$ cat src/rtl/pcu_multistage_pkg.sv
// Shared types for the multistage pipeline control unit: opcode classes,
// FSM states and the per-stage shadow record.
package pcu_multistage_pkg;

   typedef enum logic [3:0] {
      OP_NO_OP,
      OP_COMP,
      OP_COMP_IMM,
      OP_LOAD,
      OP_STORE,
      OP_BRANCH,
      OP_JAL,
      OP_JALR,
      OP_LUI,
      OP_AUIPC
   } decoded_opcode;

   typedef enum logic [1:0] {
      S_RESET,
      S_WORK,
      S_FLUSH,
      S_LOAD_WAIT
   } pcu_state_e;

   // Shadow records carry a fixed-width rd; ADDR_WIDTH may not exceed this.
   localparam int unsigned PCU_MAX_ADDR_W = 8;

   typedef struct packed {
      decoded_opcode               instr_type;
      logic [PCU_MAX_ADDR_W-1:0]   write_addr;
      logic                        write_en;
   } pcu_stage_t;

   localparam pcu_stage_t PCU_STAGE_EMPTY = '{instr_type: OP_NO_OP, write_addr: '0, write_en: 1'b0};

   function automatic logic uses_rs1(input decoded_opcode op);
      return (op == OP_COMP) || (op == OP_STORE) || (op == OP_BRANCH) ||
             (op == OP_COMP_IMM) || (op == OP_LOAD) || (op == OP_JALR);
   endfunction

   function automatic logic uses_rs2(input decoded_opcode op);
      return (op == OP_COMP) || (op == OP_STORE) || (op == OP_BRANCH);
   endfunction

endpackage

$ cat src/rtl/pcu_multistage_fwd_select.sv
// Forwarding source picker for one operand: youngest downstream stage
// that writes the requested register wins; x0 never forwards.
module pcu_fwd_select
   import pcu_multistage_pkg::*;
#(
   parameter int unsigned NUM_FWD_STAGES = 2,
   parameter int unsigned ADDR_WIDTH     = 5
) (
   input  logic [ADDR_WIDTH-1:0]                 rs,
   input  logic                                  use_rs,
   input  pcu_stage_t                            stages [NUM_FWD_STAGES],
   output logic [$clog2(NUM_FWD_STAGES+1)-1:0]   sel
);

   localparam int unsigned SEL_W = $clog2(NUM_FWD_STAGES + 1);

   logic [PCU_MAX_ADDR_W-1:0] rs_ext;
   logic                      hit;

   assign rs_ext = PCU_MAX_ADDR_W'(rs);

   always_comb begin
      sel = '0;
      hit = 1'b0;
      if (use_rs && (rs != '0)) begin
         for (int unsigned k = 0; k < NUM_FWD_STAGES; k++) begin
            if (!hit && stages[k].write_en && (stages[k].write_addr == rs_ext)) begin
               sel = SEL_W'(k + 1);
               hit = 1'b1;
            end
         end
      end
   end

endmodule

$ cat src/rtl/pcu_multistage.sv
// Pipeline control unit: tracks NUM_FWD_STAGES downstream shadow stages and
// drives stall/clear/forward controls, flushes and the LSU load-wait timeout.
module pcu_multistage
   import pcu_multistage_pkg::*;
#(
   parameter int unsigned ADDR_WIDTH         = 5,
   parameter int unsigned NUM_FWD_STAGES     = 2,
   parameter int unsigned BRANCH_FLUSH_DEPTH = 2,
   parameter int unsigned JUMP_FLUSH_DEPTH   = 1,
   parameter int unsigned LOAD_TIMEOUT       = 15
) (
   input  logic                                  clk,
   input  logic                                  rst_n,
   input  decoded_opcode                         instr_type_i,
   input  logic [ADDR_WIDTH-1:0]                 read_addr1_i,
   input  logic [ADDR_WIDTH-1:0]                 read_addr2_i,
   input  logic [ADDR_WIDTH-1:0]                 write_addr_i,
   input  logic                                  write_en_i,
   input  logic                                  valid_lsu_load_i,
   input  logic                                  branch_taken_i,
   input  logic                                  jump_taken_i,
   output logic [NUM_FWD_STAGES+1:0]             stall_o,
   output logic [NUM_FWD_STAGES+1:0]             clear_o,
   output logic [$clog2(NUM_FWD_STAGES+1)-1:0]   fwrd_opA_sel_o,
   output logic [$clog2(NUM_FWD_STAGES+1)-1:0]   fwrd_opB_sel_o,
   output logic                                  load_timeout_o
);

   localparam int unsigned N         = NUM_FWD_STAGES;
   localparam int unsigned SEL_W     = $clog2(N + 1);
   localparam int unsigned FLUSH_MAX = (BRANCH_FLUSH_DEPTH > JUMP_FLUSH_DEPTH) ?
                                       BRANCH_FLUSH_DEPTH : JUMP_FLUSH_DEPTH;
   localparam int unsigned FLUSH_W   = (FLUSH_MAX > 1) ? $clog2(FLUSH_MAX) : 1;
   localparam int unsigned WAIT_W    = (LOAD_TIMEOUT > 0) ? $clog2(LOAD_TIMEOUT + 1) : 1;

   localparam logic [FLUSH_W-1:0] BR_RELOAD  = FLUSH_W'(BRANCH_FLUSH_DEPTH - 1);
   localparam logic [FLUSH_W-1:0] JMP_RELOAD = FLUSH_W'(JUMP_FLUSH_DEPTH - 1);
   localparam logic [WAIT_W-1:0]  WAIT_LIMIT = WAIT_W'(LOAD_TIMEOUT);

   pcu_state_e          state_q, state_d;
   logic [FLUSH_W-1:0]  flush_cnt_q, flush_cnt_d;
   logic [WAIT_W-1:0]   wait_cnt_q, wait_cnt_d;
   logic                flush_first;
   logic                timeout;

   pcu_stage_t          id_stage;
   pcu_stage_t          stage_q   [N];
   pcu_stage_t          stage_src [N];

   logic                use1, use2, load_use;
   logic [SEL_W-1:0]    sel_a_raw, sel_b_raw;

   assign id_stage = '{instr_type: instr_type_i,
                       write_addr: PCU_MAX_ADDR_W'(write_addr_i),
                       write_en:   write_en_i};

   assign use1 = uses_rs1(instr_type_i);
   assign use2 = uses_rs2(instr_type_i);

   assign load_use = stage_q[0].write_en && (stage_q[0].instr_type == OP_LOAD) &&
                     ((use1 && (read_addr1_i != '0) &&
                       (stage_q[0].write_addr == PCU_MAX_ADDR_W'(read_addr1_i))) ||
                      (use2 && (read_addr2_i != '0) &&
                       (stage_q[0].write_addr == PCU_MAX_ADDR_W'(read_addr2_i))));

   pcu_fwd_select #(
      .NUM_FWD_STAGES (N),
      .ADDR_WIDTH     (ADDR_WIDTH)
   ) u_fwd_a (
      .rs     (read_addr1_i),
      .use_rs (use1),
      .stages (stage_q),
      .sel    (sel_a_raw)
   );

   pcu_fwd_select #(
      .NUM_FWD_STAGES (N),
      .ADDR_WIDTH     (ADDR_WIDTH)
   ) u_fwd_b (
      .rs     (read_addr2_i),
      .use_rs (use2),
      .stages (stage_q),
      .sel    (sel_b_raw)
   );

   always_ff @(posedge clk) begin
      if (!rst_n) begin
         state_q     <= S_RESET;
         flush_cnt_q <= '0;
         wait_cnt_q  <= '0;
      end else begin
         state_q     <= state_d;
         flush_cnt_q <= flush_cnt_d;
         wait_cnt_q  <= wait_cnt_d;
      end
   end

   always_comb begin
      state_d     = state_q;
      flush_cnt_d = flush_cnt_q;
      wait_cnt_d  = wait_cnt_q;
      flush_first = 1'b0;
      timeout     = 1'b0;
      if (!rst_n) begin
         state_d     = S_RESET;
         flush_cnt_d = '0;
         wait_cnt_d  = '0;
      end else begin
         case (state_q)
            S_RESET: state_d = S_WORK;
            S_WORK: begin
               if ((stage_q[N-1].instr_type == OP_LOAD) && !valid_lsu_load_i) begin
                  state_d    = S_LOAD_WAIT;
                  wait_cnt_d = '0;
               end else if (branch_taken_i) begin
                  state_d     = S_FLUSH;
                  flush_cnt_d = BR_RELOAD;
                  flush_first = 1'b1;
               end else if (jump_taken_i) begin
                  state_d     = S_FLUSH;
                  flush_cnt_d = JMP_RELOAD;
               end
            end
            S_FLUSH: begin
               if (branch_taken_i) begin
                  flush_cnt_d = BR_RELOAD;
                  flush_first = 1'b1;
               end else if (jump_taken_i) begin
                  flush_cnt_d = JMP_RELOAD;
               end else if (flush_cnt_q == '0) begin
                  state_d = S_WORK;
               end else begin
                  flush_cnt_d = flush_cnt_q - FLUSH_W'(1);
               end
            end
            S_LOAD_WAIT: begin
               if (valid_lsu_load_i) begin
                  wait_cnt_d = '0;
                  if (branch_taken_i) begin
                     state_d     = S_FLUSH;
                     flush_cnt_d = BR_RELOAD;
                     flush_first = 1'b1;
                  end else begin
                     state_d = S_WORK;
                  end
               end else if (wait_cnt_q == WAIT_LIMIT) begin
                  state_d    = S_WORK;
                  wait_cnt_d = '0;
                  timeout    = 1'b1;
               end else begin
                  wait_cnt_d = wait_cnt_q + WAIT_W'(1);
               end
            end
            default: state_d = S_RESET;
         endcase
      end
   end

   // Controls follow the state being entered, so a hazard acts in the same cycle.
   always_comb begin
      stall_o        = '0;
      clear_o        = '0;
      fwrd_opA_sel_o = '0;
      fwrd_opB_sel_o = '0;
      load_timeout_o = 1'b0;
      case (state_d)
         S_RESET: clear_o = {{(N + 1){1'b1}}, 1'b0};
         S_WORK: begin
            load_timeout_o = timeout;
            if (load_use) begin
               stall_o[1:0] = 2'b11;
               clear_o[2]   = 1'b1;
            end else begin
               fwrd_opA_sel_o = sel_a_raw;
               fwrd_opB_sel_o = sel_b_raw;
            end
         end
         S_FLUSH: begin
            clear_o[1]     = 1'b1;
            clear_o[2]     = flush_first;
            fwrd_opA_sel_o = sel_a_raw;
            fwrd_opB_sel_o = sel_b_raw;
         end
         S_LOAD_WAIT: stall_o = '1;
         default: ;
      endcase
   end

   always_comb begin
      stage_src[0] = id_stage;
      for (int unsigned k = 1; k < N; k++) begin
         stage_src[k] = stage_q[k-1];
      end
   end

   always_ff @(posedge clk) begin
      for (int unsigned k = 0; k < N; k++) begin
         if (!rst_n || clear_o[k+2]) begin
            stage_q[k] <= PCU_STAGE_EMPTY;
         end else if (!stall_o[k+2]) begin
            stage_q[k] <= stage_src[k];
         end
      end
   end

endmodule

$ cat config.mk
export PLATFORM = sky130hd
export DESIGN_NAME = pcu_multistage
export DESIGN_NICKNAME = d
export VERILOG_FILES = /design/src/rtl/pcu_multistage_pkg.sv /design/src/rtl/pcu_multistage_fwd_select.sv /design/src/rtl/pcu_multistage.sv
export SDC_FILE = /design/constraint.sdc
export NUM_CORES = 1
export LEC_CHECK = 0
export ABC_AREA = 1
export BUFFER_PORTS_ARGS = -buffer_cell sky130_fd_sc_hd__buf_2
export CORE_ASPECT_RATIO = 0.75
export CORE_UTILIZATION = 55
export CTS_BUF_LIST = sky130_fd_sc_hd__clkbuf_4
export DETAILED_ROUTE_END_ITERATION = 7
export PLACE_DENSITY_LB_ADDON = 0.1
export REMOVE_ABC_BUFFERS = 1
export SKIP_CTS_REPAIR_TIMING = 1
export SLEW_MARGIN = 20
export SYNTH_ARGS = -nofsm -noshare
export SYNTH_HDL_FRONTEND = slang
export SYNTH_SLANG_ARGS = --single-unit
$ cat constraint.sdc
create_clock -name clk -period 2.59 [get_ports clk]
set_input_delay 0.259 -clock clk [delete_from_list [all_inputs] [get_ports clk]]
set_output_delay 0.259 -clock clk [all_outputs]
set_load 0.005 [all_outputs]
==> results of run 1 <==
[Yosys cell counts (2+ instances only)]
| master | instances | area share, % |
|---|---|---|
| a21oi_1 | 19 | 5.6 |
| clkbuf_1 | 3 | 0.66 |
| inv_1 | 28 | 6.2 |
| o21ai_0 | 17 | 5.0 |
| nor3_1 | 8 | 2.4 |
| o21ai_1 | 2 | 0.59 |
| nand3_1 | 4 | 1.2 |
| dfxtp_1 | 27 | 32 |
| nand3_2 | 2 | 1.2 |
| nor2_2 | 14 | 5.2 |
| a211oi_1 | 4 | 1.8 |
| buf_4 | 3 | 1.3 |
| inv_2 | 5 | 1.1 |
| nand2_1 | 43 | 9.5 |
| o22ai_1 | 2 | 0.74 |
| nand4_1 | 4 | 1.5 |
| nand2_2 | 3 | 1.1 |
| nor2_1 | 28 | 6.2 |
| xnor2_1 | 7 | 3.6 |
| ha_1 | 5 | 3.7 |
| xor2_1 | 7 | 3.6 |
| mux2i_1 | 2 | 1.2 |
[stage by stage]
step,utilization [%],power [mW],cells,TNS [ps]
after floorplan,-,0.693,241,-333
after global placement,65.0,0.783,317,0
after detailed placement,65.0,0.788,317,-16.5
after CTS,66.1,0.991,321,-2170
after global routing,73.6,1.13,332,-1030
final,73.6,1.07,332,-158
[cell type report]
| type | instances | area share [%] |
|---|---|---|
| Multi-Input combinational cell | 180 | 51.9 |
| Tap cell | 38 | 2.20 |
| Sequential cell | 27 | 25.5 |
| Clock inverter | 1 | 0.405 |
| Clock buffer | 3 | 1.04 |
| Timing Repair Buffer | 49 | 12.9 |
| Inverter | 34 | 6.08 |
[power by group]
group	internal [mW]	switching [mW]	total [mW]
logic	0.154	0.218	0.372
registers	0.452	0.0365	0.488
clock network	0.0633	0.144	0.207
[worst paths after layout]
| path | startpoint | end | slack, ps | depth (start not counted) |
|---|---|---|---|---|
| setup / recovery | state_q[0]$_SDFF_PN0_ | fwrd_opA_sel_o[1] | -70 | 13 |
| setup reg to reg | state_q[1]$_SDFF_PN0_ | stage_q[3]$_SDFFE_PP0N_ | 360 | 12 |
| hold reg to reg | stage_q[24]$_SDFFE_PP0N_ | stage_q[11]$_SDFFE_PP0N_ | 490 | 2 |
| hold / removal | write_addr_i[4] | stage_q[18]$_SDFFE_PP0N_ | 160 | 3 |
[routing by layer]
layer | part of all wire (%) | vias to the layer above | wire length [µm]
met5 | 0 | - | 0
met4 | 1.2 | 0 | 49
met3 | 7.5 | 7 | 321
met2 | 43 | 51 | 1820
met1 | 48 | 770 | 2070
li1 | - | 886 | -
[critical path, delay by kind of cell, from the launching register on]
kind	cells	cell delay, ps
and+or+nand+nor	7	880
DFF	1	410
buffers and inverters	4	330
adders and majority gates	1	270
AOI/OAI and AO/OA	1	180
[cell families (layout without fill, tap and decap cells)]
logic type	Yosys count	in the layout	synth area share, %
compound gates	47	47	15.3
xor+xnor	14	14	7.21
simple gates	111	111	31.1
other cells	1	1	0.221
mux	2	2	1.18
buf+inv	40	87	9.49
fa+ha+maj	5	5	3.68
flops	27	27	31.8
[state kept, by name, indices dropped and copies added (netlist names)]
name / cells
stage_q: 20
state_q: 2
wait_cnt_q: 4
flush_cnt_q: 1
==> results_dict.tcl, run 1 <==
set metrics [dict create \
    status "complete, but fails checks" \
    violations "negative setup slack" \
    gr-total-overflow 0 \
    fillCellCount 247 \
    cp_max_fo 4 \
    synth_top_flop_cell "dfxtp_1" \
    drc 0 \
    endpoint_kind "primary output" \
    maxCapViolCount 0 \
    start_util_pct 57.9 \
    antenna_cells 0 \
    cp.required_ps 2330 \
    placed_cell_area_um2 1910 \
    rsz0062_at_grt "true" \
    routedWlPerCell_um 12.8 \
    drt-vias-per-instance 5.16 \
    cpMostUsedCell "inv_2" \
    ioPinCount 38 \
    route.vias.total 1714 \
    clock_path_buffers 2 \
    hold_slack_ps 164 \
    htreeDepth 1 \
    drt-total-wl_um 4260 \
    arrival_ps 2400 \
    fin_ws_ps -70.5 \
    syn_area_um2 1700 \
    cts_sinks 27 \
    hpwlAfterDp_um 2950 \
    maxSlewViolCount 0 \
    max_freq_mhz 376 \
    numCtsBuffers 3 \
    rows 17 \
    seq_area_um2 551 \
    final_nets 325 \
    hold_violations 0 \
    powerDensity_nw_per_um2 494 \
    antenna_left 0 \
    synth_area_per_cell_um2 6.88 \
    path_class "register to primary output" \
    synth-edff-count 0 \
    grt_use_met3_pct 5.45 \
    ys_seq_area_share_pct 31.8 \
    irDropWorstVdd_uv 353 \
    grt_max_degree 24 \
    finalSetupViolCount 3 \
    leakagePower_nw 0.933 \
    grt_usage_pct 25.4 \
    grt_pass1_wl_um 6400 \
    clock_skew_ps 3.48 \
    async_reset_ff_share_pct 0 \
    core_um2 2940 \
    clk_pin_slew_worst_paths_ps 160 \
    crit_chain "nand2_4 > nor2_2 > inv_2 > nor2_4 > nor4_4 > nor2_2 > inv_2 > ha_4 > inv_2 > a211oi_2 > nand4_1 > nor3_2 > buf_2" \
    grt_pass1_vias 1440 \
    multi_input_comb_area_um2 1120 \
    fin_crit_sh_pct 103 \
    cts_tree "built" \
    met2_usage_pct 39.6 \
    place_congestion 0.842 \
    die_x_um 66.2 \
    syn_to_final_growth_pct 27.1 \
    drive_above_1_share_pct 37.8 \
    drt-initial-drc-count 81 \
    dieArea_um2 3320 \
    fin_area_um2 2160 \
    synth_cell_type_count 32 \
    layout_commonest_cell "nand2_1" \
    synthCells 247 \
    slowest_stage "dfxtp_4" \
    start_kind "register" \
    ys_ff_latch 27 \
    root_buffer "clkbuf_4" \
    layout_common_cells "nand2_1, buf_2, inv_1" \
    grt_use_met1_pct 36.3 \
    cpPeakStageDelay_ps 410 \
    antenna_found_initial 0 \
    clk_latency_ps 340 \
    die_h_um 50.2 \
    dp_slack_ps -12.1 \
    period_needed_ps 2660 \
    io_buffers 36 \
    grt_busiest_layer "met2" \
    min_path_type "primary input to register" \
    yosys_warnings 0 \
    first_pass_iters 4 \
]
Power figures use the tool's default switching activity.
==> run 2: changes to the inputs <==
==> constraint.sdc (replaced) <==
create_clock -name clk -period 2.71 [get_ports clk]
set_input_delay 0.271 -clock clk [delete_from_list [all_inputs] [get_ports clk]]
set_output_delay 0.271 -clock clk [all_outputs]
set_load 0.005 [all_outputs]
==> run 2 against run 1 <==
Against the previous run: the flow still finishes with violations (negative setup slack); die area did not move; design area fell by 2.5%; clock skew barely moved; highest routed layer unchanged; setup slack better by 60 ps; sequential share of layout area increased by 0.67 points.
==> results_dict.tcl, run 2 (synthesized netlist as in run 1, its figures left out) <==
set metrics [dict create \
    leakagePower_nw 0.916 \
    grt_pass1_vias 1322 \
    syn_to_final_growth_pct 23.8 \
    cts_tree "built" \
    layout_commonest_cell "nand2_1" \
    place_congestion 0.866 \
    hpwlAfterDp_um 2910 \
    drc 0 \
    die_h_um 50.2 \
    io_buffers 36 \
    dp_slack_ps 128 \
    antenna_found_initial 0 \
    hold_depth 3 \
    start_util_pct 57.9 \
    finalSetupViolCount 2 \
    status "complete, but fails checks" \
    endpoint_kind "primary output" \
    powerDensity_nw_per_um2 474 \
    drive_above_1_share_pct 34.8 \
    first_pass_iters 4 \
    r2r_cells 12 \
    min_to "stage_q[18]$_SDFFE_PP0N_" \
    final_nets 321 \
    start_kind "register" \
    violations "negative setup slack" \
    irDropWorstVdd_uv 318 \
    rr_startpoint "state_q[1]$_SDFF_PN0_" \
    clk_pin_slew_worst_paths_ps 160 \
    numCtsBuffers 3 \
    drt-total-wl_um 3980 \
    grt_max_degree 24 \
    largest_register_ffs 20 \
    gr-total-overflow 0 \
    totalNegativeSetupSlack_ps -11.4 \
    reg2reg_to "stage_q[12]$_SDFFE_PP0N_" \
    reg_top3 "stage_q x20, wait_cnt_q x4, state_q x2" \
    top_register "stage_q" \
    grt_usage_pct 24.3 \
    clock_skew_ps 3.39 \
    period_needed_ps 2720 \
    ioPinCount 38 \
    clk_latency_ps 340 \
    min_path_type "primary input to register" \
    rsz0062_at_grt "true" \
    dieArea_um2 3320 \
    placed_cell_area_um2 1910 \
    die_x_um 66.2 \
    clock_path_buffers 2 \
    core_um2 2940 \
    layout_common_cells "nand2_1, buf_2, inv_1" \
    hold_violations 0 \
    max_freq_mhz 368 \
    antenna_left 0 \
    antenna_cells 0 \
    fin_ws_ps -11.0 \
    fin_crit_sh_pct 100 \
    cp_max_fo 3 \
    drt-vias-per-instance 5.14 \
    routedWlPerCell_um 12.1 \
    cts_sinks 27 \
    cp.required_ps 2440 \
    fin_area_um2 2110 \
    grt_pass1_wl_um 6070 \
    arrival_ps 2450 \
    rrSetupSlack_ps 470 \
    rows 17 \
    drt-initial-drc-count 76 \
    maxCapViolCount 0 \
    hp-start "write_addr_i[4]" \
    root_buffer "clkbuf_4" \
    final_util_pct 71.7 \
    htreeDepth 1 \
    route.vias.total 1686 \
    path_class "register to primary output" \
    maxSlewViolCount 0 \
]
[run 2: how the worst max path moves through the flow]
stage	endpoint	start
after global placement	fwrd_opB_sel_o[1]	state_q[0]$_SDFF_PN0_
final	fwrd_opA_sel_o[1]	stage_q[12]$_SDFFE_PP0N_
after detailed placement	fwrd_opA_sel_o[1]	state_q[0]$_SDFF_PN0_
after CTS	fwrd_opA_sel_o[1]	state_q[0]$_SDFF_PN0_
after floorplan	stall_o[0]	state_q[0]$_SDFF_PN0_
after global routing	fwrd_opA_sel_o[1]	stage_q[12]$_SDFFE_PP0N_
[run 2: power by group]
group | total, mW | switching (mW) | leakage [nW] | internal [mW]
clock network | 0.198 | 0.138 | 0.0183 | 0.0605
logic | 0.335 | 0.202 | 0.674 | 0.133
registers | 0.465 | 0.0330 | 0.223 | 0.432
[run 2: routing by layer]
metal	vias up	track usage (%)	part of all wire, %
li1	879	-	-
met1	760	38.2	53
met2	45	33.2	40
met3	2	5.68	6.2
met4	0	4.61	0.50
met5	-	0	0
[run 2: area by class of cell]
cell class | count | area (µm²)
Clock buffer | 3 | 22.5
Clock inverter | 1 | 8.76
Sequential cell | 27 | 551
Fill cell | 269 | 830
Tap cell | 38 | 47.5
Inverter | 34 | 130
Multi-Input combinational cell | 180 | 1100
Timing Repair Buffer | 45 | 248
[run 2: per-stage QoR]
stage	std cells	total power, mW	hold WS (ps)
after floorplan	241	0.662	412
after global placement	317	0.749	460
after detailed placement	317	0.752	470
after CTS	321	0.943	179
after global routing	328	1.06	164
final	328	0.998	182
[run 2: worst max-delay path: stages, from the launching register on]
cell and delay [ps]:
dfxtp_2 360, nor2_2 100, nand4_1 150, nor2_2 160, buf_4 130, nor4_4 40
nor2_2 190, inv_2 80, ha_4 280, inv_4 40, a211oi_2 130, nand4_1 120
nor3_1 170, buf_2 140
==> run 3: changes to the inputs <==
--- a/config.mk
+++ b/config.mk
@@ -7,8 +7,10 @@
 export LEC_CHECK = 0
 export ABC_AREA = 1
 export BUFFER_PORTS_ARGS = -buffer_cell sky130_fd_sc_hd__buf_2
+export CELL_PAD_IN_SITES_DETAIL_PLACEMENT = 1
+export CELL_PAD_IN_SITES_GLOBAL_PLACEMENT = 1
 export CORE_ASPECT_RATIO = 0.75
-export CORE_UTILIZATION = 55
+export CORE_UTILIZATION = 39
 export CTS_BUF_LIST = sky130_fd_sc_hd__clkbuf_4
 export DETAILED_ROUTE_END_ITERATION = 7
 export PLACE_DENSITY_LB_ADDON = 0.1
==> run 3 against run 2 <==
Against the previous run: the flow still finishes with violations (negative setup slack); clock power rose by 3%; sequential share of layout area fell by 0.96 points; sequential power barely moved; critical endpoint is now fwrd_opB_sel_o[1].
==> results_dict.tcl, run 3 (synthesized netlist as in run 1, its figures left out) <==
set metrics [dict create \
    status "complete, but fails checks" \
    violations "negative setup slack" \
    drive_above_1_share_pct 37.7 \
    arrival_ps 2470 \
    drt-initial-drc-count 61 \
    r2r_cells 13 \
    rr_startpoint "state_q[1]$_SDFF_PN0_" \
    route.vias.total 1731 \
    grt_usage_pct 20.9 \
    reg2reg_to "stage_q[12]$_SDFFE_PP0N_" \
    start_kind "register" \
    cts_sinks 27 \
    cp.required_ps 2440 \
    cts_tree "built" \
    hold_violations 0 \
    drt-vias-per-instance 4.99 \
    die_x_um 78.2 \
    routedWlPerCell_um 14.5 \
    start_util_pct 41.4 \
    top_register "stage_q" \
    min_path_type "primary input to register" \
    period_needed_ps 2740 \
    rsz0062_at_grt "true" \
    p_int_uw 642 \
    htreeDepth 1 \
    grt_pass1_vias 1611 \
    fin_crit_sh_pct 101 \
    slew_headroom_pct 67.1 \
    hpwlAfterDp_um 3670 \
    endpoint_kind "primary output" \
    endpoint "fwrd_opB_sel_o[1]" \
    place_congestion 0.841 \
    grt_use_met3_pct 3.85 \
    antenna_found_initial 0 \
    switchingPower_uw 401 \
    die_h_um 59.2 \
    layout_common_cells "nand2_1, buf_2, inv_1" \
    layout_commonest_cell "nand2_1" \
    crit_start "stage_q[12]$_SDFFE_PP0N_" \
    gr-total-overflow 0 \
    clkPwrFrac_pct 19.5 \
    final_nets 323 \
    combPwrFrac_pct 35.9 \
    clock_skew_ps 1.31 \
    core_um2 4100 \
    grt_max_degree 24 \
    grt_busiest_layer "met2" \
    ioPinCount 38 \
    met2_usage_pct 32.3 \
    finalSetupViolCount 1 \
    antenna_left 0 \
    maxCapViolCount 0 \
    grt_use_met1_pct 30.7 \
    hold_slack_ps 172 \
    fin_ws_ps -31.0 \
    final_util_pct 53.0 \
    maxSlewViolCount 0 \
    path_class "register to primary output" \
    syn_to_final_growth_pct 28.0 \
    irDropWorstVdd_uv 217 \
    first_pass_iters 4 \
    netSwitchingFraction_pct 38.4 \
    p_seq_share_pct 44.7 \
    clk_pin_slew_worst_paths_ps 170 \
    clk_latency_ps 340 \
    rrSetupSlack_ps 400 \
    leakagePower_nw 0.919 \
    powerDensity_nw_per_um2 479 \
    antenna_cells 0 \
    place_inst 335 \
    reg_top3 "stage_q x20, wait_cnt_q x4, state_q x2" \
    io_buffers 36 \
    root_buffer "clkbuf_4" \
    clock_path_buffers 2 \
    drc 0 \
    grt_pass1_wl_um 7450 \
    rows 20 \
    numCtsBuffers 3 \
    cp_max_fo 3 \
    max_freq_mhz 365 \
    tightestPinTransition_ps 490 \
    drt-total-wl_um 5030 \
    largest_register_ffs 20 \
    fin_cells 347 \
    dieArea_um2 4630 \
]
## run 3: cell types whose count changed in the layout (fill, tap and decap cells not counted), moves of 2 or more
cell	delta
buf_4	+2
nor3_2	+2
ha_4	+2
ha_1	-2
inv_2	+2
## run 3: worst min-delay path by stage
stage,from,end,cells past startpoint
final,write_en_i,stage_q[13]$_SDFFE_PP0N_,3
after global routing,write_addr_i[4],stage_q[18]$_SDFFE_PP0N_,3
after CTS,write_en_i,stage_q[13]$_SDFFE_PP0N_,3
after detailed placement,stage_q[24]$_SDFFE_PP0N_,stage_q[11]$_SDFFE_PP0N_,2
after global placement,stage_q[24]$_SDFFE_PP0N_,stage_q[11]$_SDFFE_PP0N_,2
after floorplan,rst_n,wait_cnt_q[3]$_SDFFE_PN0P_,2
## run 3: power groups by stage
stage	sequential, mW	clock, mW	combinational [mW]
after floorplan	0.459	0	0.203
after global placement	0.468	0	0.291
after detailed placement	0.470	0	0.295
after CTS	0.461	0.205	0.297
after global routing	0.470	0.224	0.414
final	0.466	0.203	0.374
## run 3: per-layer routing
layer	vias up	wire (µm)
li1	877	-
met1	819	2680
met2	31	2170
met3	4	149
met4	0	42
met5	-	0
## run 3: cell type report
type | instances | area (µm²)
Multi-Input combinational cell | 180 | 1130
Tap cell | 55 | 68.8
Timing Repair Buffer | 47 | 263
Fill cell | 569 | 1930
Clock buffer | 3 | 22.5
Clock inverter | 1 | 8.76
Sequential cell | 27 | 548
Inverter | 34 | 131
## run 3: critical path: stages, from the launching register on
cell,delay [ps]
dfxtp_2,360
nor2_2,110
nand4_1,160
nor2_2,160
buf_4,130
nor4_4,50
nor2_4,140
inv_2,70
ha_4,270
inv_2,40
nor3_2,100
nand4_1,90
nor2_1,140
nand2_1,70
nor2_1,90
buf_2,120
## run 3: stage by stage
step	TNS [ps]	power (mW)	area, µm²	setup WS, ps
global route	-590	1.11	2180	-227
detailed placement	0	0.765	1940	81.7
CTS	-1130	0.962	1970	-339
floorplan	-52.7	0.662	1670	-26.3
finish	-31.0	1.04	2180	-31.0
global placement	0	0.760	1940	194
